### config.mk
export PLATFORM = sky130hd
export DESIGN_NAME = thread_pc_controller
export DESIGN_NICKNAME = d
export VERILOG_FILES = /design/src/rtl/thread_pc_controller.sv
export SDC_FILE = /design/constraint.sdc
export NUM_CORES = 1
export LEC_CHECK = 0
export CORE_ASPECT_RATIO = 1.1
export CORE_MARGIN = 4
export CORE_UTILIZATION = 30
export CTS_BUF_LIST = sky130_fd_sc_hd__clkbuf_16
export CTS_CLUSTER_SIZE = 24
export DETAILED_ROUTE_END_ITERATION = 8
export SLEW_MARGIN = 40
export SYNTH_ARGS = -nofsm -noshare
export SYNTH_HDL_FRONTEND = slang
export SYNTH_SLANG_ARGS = --single-unit
export TNS_END_PERCENT = 20
### constraint.sdc
create_clock -name clock -period 1.7 [get_ports clock]
set_clock_uncertainty 0.05 [all_clocks]
set_input_delay 0.17 -clock clock [delete_from_list [all_inputs] [get_ports clock]]
set_output_delay 0.17 -clock clock [all_outputs]
set_load 0.03 [all_outputs]
### src/rtl/thread_pc_controller.sv
// Round-robin barrel PC issuer: one thread per cycle, each thread's next PC chosen when its previous PC returns.
// Outputs registered; return-to-reissue is one cycle. No backpressure: IO_ready low makes the thread repeat its PC.
module thread_pc_controller #(
  parameter int PC_WIDTH          = 10,
  parameter int THREAD_COUNT      = 8,
  parameter int THREAD_ADDR_WIDTH = 3,
  parameter int INITIAL_THREAD    = 0,
  parameter int START_PC          = 0
) (
  input  logic                         clock,
  input  logic                         reset,
  input  logic                         jump,
  input  logic [PC_WIDTH-1:0]          branch_destination,
  input  logic                         IO_ready,
  output logic [PC_WIDTH-1:0]          PC,
  output logic [THREAD_ADDR_WIDTH-1:0] thread,
  output logic                         reissue
);

  localparam logic [PC_WIDTH-1:0]          START_VAL = PC_WIDTH'(START_PC);
  localparam logic [THREAD_ADDR_WIDTH-1:0] INIT_THR  = THREAD_ADDR_WIDTH'(INITIAL_THREAD);
  localparam logic [THREAD_ADDR_WIDTH-1:0] LAST_THR  = THREAD_ADDR_WIDTH'(THREAD_COUNT - 1);
  localparam logic [THREAD_ADDR_WIDTH-1:0] WARM_LAST = THREAD_ADDR_WIDTH'(THREAD_COUNT - 2);

  typedef enum logic {WARM, RUN} state_t;

  state_t                         state;
  state_t                         state_next;
  logic [THREAD_ADDR_WIDTH-1:0]   warm_cnt;
  logic                           force_start;

  logic [PC_WIDTH-1:0]            ring [THREAD_COUNT-1];
  logic [PC_WIDTH-1:0]            returning;
  logic [PC_WIDTH-1:0]            pc_next;
  logic                           reissue_next;
  logic [THREAD_ADDR_WIDTH-1:0]   thread_next;

  // After reset the ring holds placeholders, not real issues: every thread first issues START_PC once.
  always_ff @(posedge clock) begin
    if (reset) begin
      state    <= WARM;
      warm_cnt <= '0;
    end else begin
      state <= state_next;
      if (state == WARM)
        warm_cnt <= warm_cnt + 1'b1;
    end
  end

  always_comb begin
    state_next = state;
    if (state == WARM && warm_cnt == WARM_LAST)
      state_next = RUN;
  end

  always_comb begin
    force_start = (state == WARM);
  end

  assign returning   = ring[THREAD_COUNT-2];
  assign thread_next = (thread == LAST_THR) ? '0 : thread + 1'b1;

  // An incomplete instruction wins over any branch decided for it.
  always_comb begin
    pc_next      = returning + 1'b1;
    reissue_next = 1'b0;
    if (force_start) begin
      pc_next = START_VAL;
    end else if (!IO_ready) begin
      pc_next      = returning;
      reissue_next = 1'b1;
    end else if (jump) begin
      pc_next = branch_destination;
    end
  end

  always_ff @(posedge clock) begin
    if (reset) begin
      PC      <= START_VAL;
      thread  <= INIT_THR;
      reissue <= 1'b0;
      for (int i = 0; i < THREAD_COUNT-1; i++)
        ring[i] <= START_VAL;
    end else begin
      PC      <= pc_next;
      thread  <= thread_next;
      reissue <= reissue_next;
      ring[0] <= PC;
      for (int i = 1; i < THREAD_COUNT-1; i++)
        ring[i] <= ring[i-1];
    end
  end

endmodule

==> impl_metrics.json, run 1 <==
{
  "status": "finished, final reports clean",
  "slowest_delay_ns": 0.70,
  "period_share_pct": 95.4,
  "dr_wl_met3_um": 243,
  "placed_area_sq_um": 3120,
  "cts_setup_buffers": 0,
  "hold_path_class": "input pin to flop",
  "syn_avg_cell_area_sq_um": 11.1,
  "required_ns": 1.48,
  "period_needed_ns": 1.62,
  "met1_length_um": 2240,
  "netlist_area_sq_um": 2750,
  "cts_buffers": 9,
  "wl_per_cell_um": 11.8,
  "cts_tree": "built",
  "initial_core_util_pct": 30.9,
  "drtAntennaViolNets": 0,
  "route.vias.total": 1687,
  "cts_max_level": 3,
  "leakage_nw": 1.31,
  "arrival_ns": 1.40,
  "final-setup-viol-count": 0,
  "cts_root_buffer": "clkbuf_16",
  "stdcell_area_sq_um": 3470,
  "setup_slack_ns": 0.0775,
  "critPathBufInv": 1,
  "grt_usage_pct": 9.55,
  "grt_pass1_vias": 1588,
  "finalHoldViolations": 0,
  "setup_tns_ns": 0,
  "cts_hold_buf": 0,
  "cp-start-kind": "flop",
  "cap_viol_max_count": 0,
  "wl_met2_um": 2110,
  "routed_wl_um": 4670,
  "syn_inst": 249,
  "antenna_found_initial": 0,
  "cts_resized": 0,
  "endpoint_kind": "primary output",
  "rows": 36,
  "cp_cell_sequence": "clkdlybuf4s50_1",
  "rsz0062_at_grt": "no",
  "p_comb_share_pct": 3.1,
  "grt_pass1_wl_um": 7790,
  "max_slew.worst_pin.slew_ns": 0.740,
  "dpl_worst_slack_ns": 0.142,
  "ys_warn_count": 0,
  "final_common_cell": "dfxtp_1",
  "seqPwrFrac_pct": 47.1,
  "numClockSinks": 88,
  "num_antenna_cells": 0,
  "relSlewSlack_pct": 50.7,
  "p_sw_mw": 0.856,
  "grt_max_degree": 78,
  "first_iter_violations": 93,
  "mostFrequentLayoutCells": "dfxtp_1, nor2b_1, clkdlybuf4s50_1, o21ai_0",
  "netSwitchingFraction_pct": 19.3,
  "drive_gt1_share_pct": 8.16,
  "ys_types": 34,
  "core_area_sq_um": 8920,
  "drt-pass1-iter-count": 4,
  "die-area_sq_um": 10800,
  "gp_congestion": 0.719,
  "drc": 0,
  "clock_path_buffers": 2,
  "portBuffers": 27,
  "cp_max_fo": 2,
  "ys_ff_latch": 88,
  "dp_hpwl_um": 2890,
  "fmax_mhz": 616,
  "final_max_slew_viol_count": 0,
  "grt-ovfl-total": 0,
  "p_clk_share_pct": 49.8,
  "ys_seq_area_share_pct": 64.0,
  "die_h_um": 108,
  "crit_family": "buffers and inverters",
  "die_x_um": 99.4,
  "synth_nets": 268,
  "path_clk_slew_ns": 0.06,
  "syn_to_final_growth_pct": 25.9,
  "worst-setup-path-type": "flop to primary output",
  "p_total_mw": 4.43,
  "vias_per_cell": 4.26,
  "p_int_mw": 3.58,
  "layout.nets": 296,
  "io_pins": 28,
  "routed.top_layer": "met4",
  "crit_slowest_cell": "clkdlybuf4s50_1",
  "clock_latency_ns": 0.33,
  "power_per_cell_area_nw_per_um2": 1280,
  "ir_drop_mv": 0.721
}
==> routing by layer <==
metal,vias up,GRT usage [%]
li1,868,-
met1,786,12.0
met2,27,13.6
met3,6,4.52
met4,0,5.07
met5,-,0
==> final timing paths <==
path	from	to	slack, ns	cells after the start
worst min-delay path	reset	reissue	0.16	3
worst max register to register	ring[0][60]	PC[6]	0.14	5
worst min register to register	ring[0][51]	ring[0][61]	0.38	1
worst max-delay path	PC[4]	PC[4]	0.08	1
==> through the flow <==
stage,std cells,hold WS (ns),utilization (%)
4_1_cts,396,0.152,38.9
5_1_grt,396,0.174,38.9
2_1_floorplan,249,0.296,-
3_3_place_gp,380,0.367,35.0
3_5_place_dp,380,0.372,35.0
6_report,396,0.163,38.9
==> area by class of cell <==
class | count | area, sq um
fillers | 871 | 5450
flip-flops and latches | 88 | 1760
multi-input cells | 146 | 923
repair buffers | 30 | 288
clock buffers | 9 | 225
well taps | 114 | 143
clock inverters | 7 | 119
inverters | 2 | 7.51
==> cells in the mapped netlist <==
| cell type | number | area [sq um] |
|---|---|---|
| dfxtp_1 | 88 | 1760 |
| nor2b_1 | 73 | 457 |
| o21ai_0 | 12 | 60.1 |
| a21oi_1 | 10 | 50.1 |
| nor2_1 | 10 | 37.5 |
| clkbuf_1 | 6 | 22.5 |
| ha_1 | 5 | 62.6 |
| buf_2 | 4 | 20.0 |
| nand2_1 | 4 | 15.0 |
| nor3b_1 | 4 | 30.0 |
| nor4_1 | 4 | 25.0 |
| nand3_1 | 3 | 15.0 |
| nor3_1 | 3 | 15.0 |
| buf_4 | 2 | 15.0 |
| inv_1 | 2 | 7.51 |
| a32oi_1 | 1 | 8.76 |
| a41oi_1 | 1 | 8.76 |
| and4_1 | 1 | 8.76 |
| buf_1 | 1 | 3.75 |
| mux2i_1 | 1 | 10.0 |
| nand2b_1 | 1 | 6.26 |
| nand3b_1 | 1 | 7.51 |
| nand4_1 | 1 | 6.26 |
| nand4_2 | 1 | 12.5 |
| nand4bb_1 | 1 | 11.3 |
| o21ai_1 | 1 | 5.00 |
| o21ba_2 | 1 | 10.0 |
| o21bai_1 | 1 | 7.51 |
| o22ai_1 | 1 | 6.26 |
| o2bb2ai_1 | 1 | 8.76 |
| o31a_1 | 1 | 8.76 |
| o31ai_2 | 1 | 12.5 |
| xnor2_1 | 1 | 8.76 |
| xor2_1 | 1 | 8.76 |
==> power by group through the flow <==
stage	combinational (mW)	clock, mW	sequential, mW
final	0.137	2.21	2.09
after floorplan	0.0681	0	2.14
after global placement	0.135	0	2.13
after CTS	0.140	2.26	2.09
after detailed placement	0.140	0	2.13
after global routing	0.154	2.35	2.09
==> flip-flops by register name, indices dropped and copies added (netlist names) <==
signal    cells
PC           10
reissue       1
ring         70
state         1
thread        3
warm_cnt      3
==> kinds of logic after synthesis <==
family                   count (synthesis)  synth area share, %
buffers and inverters                   15                 2.50
AND/OR/NAND/NOR                        107                 23.5
multiplexers                             1                0.363
adder cells (fa/ha/maj)                  5                 2.27
AO/OA/AOI/OAI                           31                 6.77
XOR/XNOR                                 2                0.636
flip-flops                              88                 64.0
Note: power is estimated with default switching activity, not from simulation.
==> inputs of run 2 (changes only) <==
--- a/config.mk
+++ b/config.mk
@@ -6,7 +6,7 @@
 export NUM_CORES = 1
 export LEC_CHECK = 0
 export CORE_ASPECT_RATIO = 1.1
-export CORE_MARGIN = 4
+export CORE_MARGIN = 3
 export CORE_UTILIZATION = 30
 export CTS_BUF_LIST = sky130_fd_sc_hd__clkbuf_16
 export CTS_CLUSTER_SIZE = 24
==> run 2 against run 1 <==
- setup slack better by 0.017 ns
- combinational power is essentially flat
- non-clock buffer count grew 2
- cell count up 0.51%
- critical path depth unchanged
- highest routed layer unchanged
- register-to-register slack improved by 0.11 ns
- sequential power about the same
==> impl_metrics.json, run 2 (synthesis gave the netlist of run 1 again) <==
{
  "period_share_pct": 94.5,
  "crit_slowest_cell": "clkdlybuf4s50_1",
  "drc": 0,
  "path_depth": 1,
  "clock_latency_ns": 0.33,
  "core_area_sq_um": 8920,
  "relSlewSlack_pct": 72.7,
  "finalHoldViolations": 0,
  "cts_resized": 0,
  "final_max_slew_viol_count": 0,
  "num_antenna_cells": 0,
  "drt-pass1-iter-count": 4,
  "rows": 36,
  "cts_setup_buffers": 0,
  "clock_path_buffers": 2,
  "vias_per_cell": 4.24,
  "cts_root_buffer": "clkbuf_16",
  "reg2reg_from": "ring[0][61]",
  "cp-start-kind": "flop",
  "arrival_ns": 1.39,
  "portBuffers": 27,
  "drive_gt1_share_pct": 7.39,
  "hold_depth": 3,
  "grt_pass1_wl_um": 7670,
  "die_x_um": 97.4,
  "leakage_nw": 1.32,
  "slowest_delay_ns": 0.69,
  "required_ns": 1.48,
  "die_h_um": 106,
  "hold_path_class": "input pin to flop",
  "cts_max_level": 3,
  "initial_core_util_pct": 30.9,
  "cts_tree": "built",
  "worst-setup-path-type": "flop to primary output",
  "cp-endpoint": "PC[5]",
  "syn_to_final_growth_pct": 25.0,
  "dp_hpwl_um": 2840,
  "cts_hold_buf": 0,
  "period_needed_ns": 1.61,
  "critPathBufInv": 1,
  "status": "finished, final reports clean",
  "first_iter_violations": 48,
  "grt-ovfl-total": 0,
  "rsz0062_at_grt": "no",
  "drtAntennaViolNets": 0,
  "cap_viol_max_count": 0,
  "numClockSinks": 88,
  "route.vias.total": 1688,
  "wl_per_cell_um": 11.5,
  "grt_usage_pct": 9.71,
  "cp_cell_sequence": "clkdlybuf4s50_1",
  "max_slew.worst_pin.slew_ns": 0.408,
  "top_regs": "ring x70, PC x10",
  "p_total_mw": 4.21,
  "cts_buffers": 9,
  "die-area_sq_um": 10400,
  "fmax_mhz": 623,
  "grt_pass1_vias": 1567,
  "final_core_util_pct": 38.6,
  "setup_tns_ns": 0,
  "regMostFlops": "ring",
  "r2r_slack_ns": 0.25,
  "crit_family": "buffers and inverters",
  "routed_wl_um": 4570,
  "critPathLaunch": "PC[5]",
  "ir_drop_mv": 0.619,
  "cp_max_fo": 2,
  "r2r_end": "PC[6]",
  "path_clk_slew_ns": 0.06,
  "final_common_cell": "dfxtp_1",
  "gp_congestion": 0.740,
  "stdcell_area_sq_um": 3440,
  "placed_area_sq_um": 3140,
  "io_pins": 28,
  "power_per_cell_area_nw_per_um2": 1220,
  "final-setup-viol-count": 0,
  "endpoint_kind": "primary output",
  "ff2ff_path_depth": 5,
  "mostFrequentLayoutCells": "dfxtp_1, nor2b_1, clkdlybuf4s50_1, o21ai_0",
  "layout.nets": 298,
  "largest_reg_flops": 70,
  "antenna_found_initial": 0,
  "grt_max_degree": 42
}
-- run 2: changes by cell type in the layout (fill, tap and decap cells not counted), sizes merged --
cell	delta
buf	+2
bufinv	-1
clkinv	+1
clkinvlp	-2
inv	+2
-- run 2: per-layer routing --
metal	vias up	track usage, %	share of wire [%]
li1	871	-	-
met1	772	11.9	49
met2	34	14.3	44
met3	11	3.94	4.8
met4	0	5.93	2.4
met5	-	0	0
-- run 2: where the power goes --
group          internal [mW]  switching [mW]  leakage (nW)  total [mW]
Clock                   1.26           0.727         0.161        1.99
Combinational         0.0645          0.0722         0.451       0.137
Sequential              2.08          0.0103         0.710        2.09
-- run 2: layout make-up --
cell class	count	area, sq um
clock buffer	9	225
clock inverter	7	80.1
fill	893	5480
inverter	2	7.51
multi-input combinational	146	923
sequential	88	1760
tap	114	143
timing repair buffer	32	303
-- run 2: per-stage QoR --
stage | setup slack, ns | hold WS [ns] | std cells
6_report | 0.0942 | 0.188 | 398
5_1_grt | 0.0358 | 0.186 | 398
4_1_cts | 0.0511 | 0.174 | 398
3_5_place_dp | 0.144 | 0.370 | 382
3_3_place_gp | 0.184 | 0.366 | 382
2_1_floorplan | 0.424 | 0.296 | 249
-- run 2: how the worst min path moves through the flow --
stage	from	end	slack (ns)
after global routing	reset	reissue	0.19
after detailed placement	ring[0][50]	ring[0][60]	0.37
after global placement	ring[0][35]	ring[0][45]	0.37
after CTS	reset	reissue	0.17
final	reset	reissue	0.19
after floorplan	branch_destination[6]	PC[6]	0.30
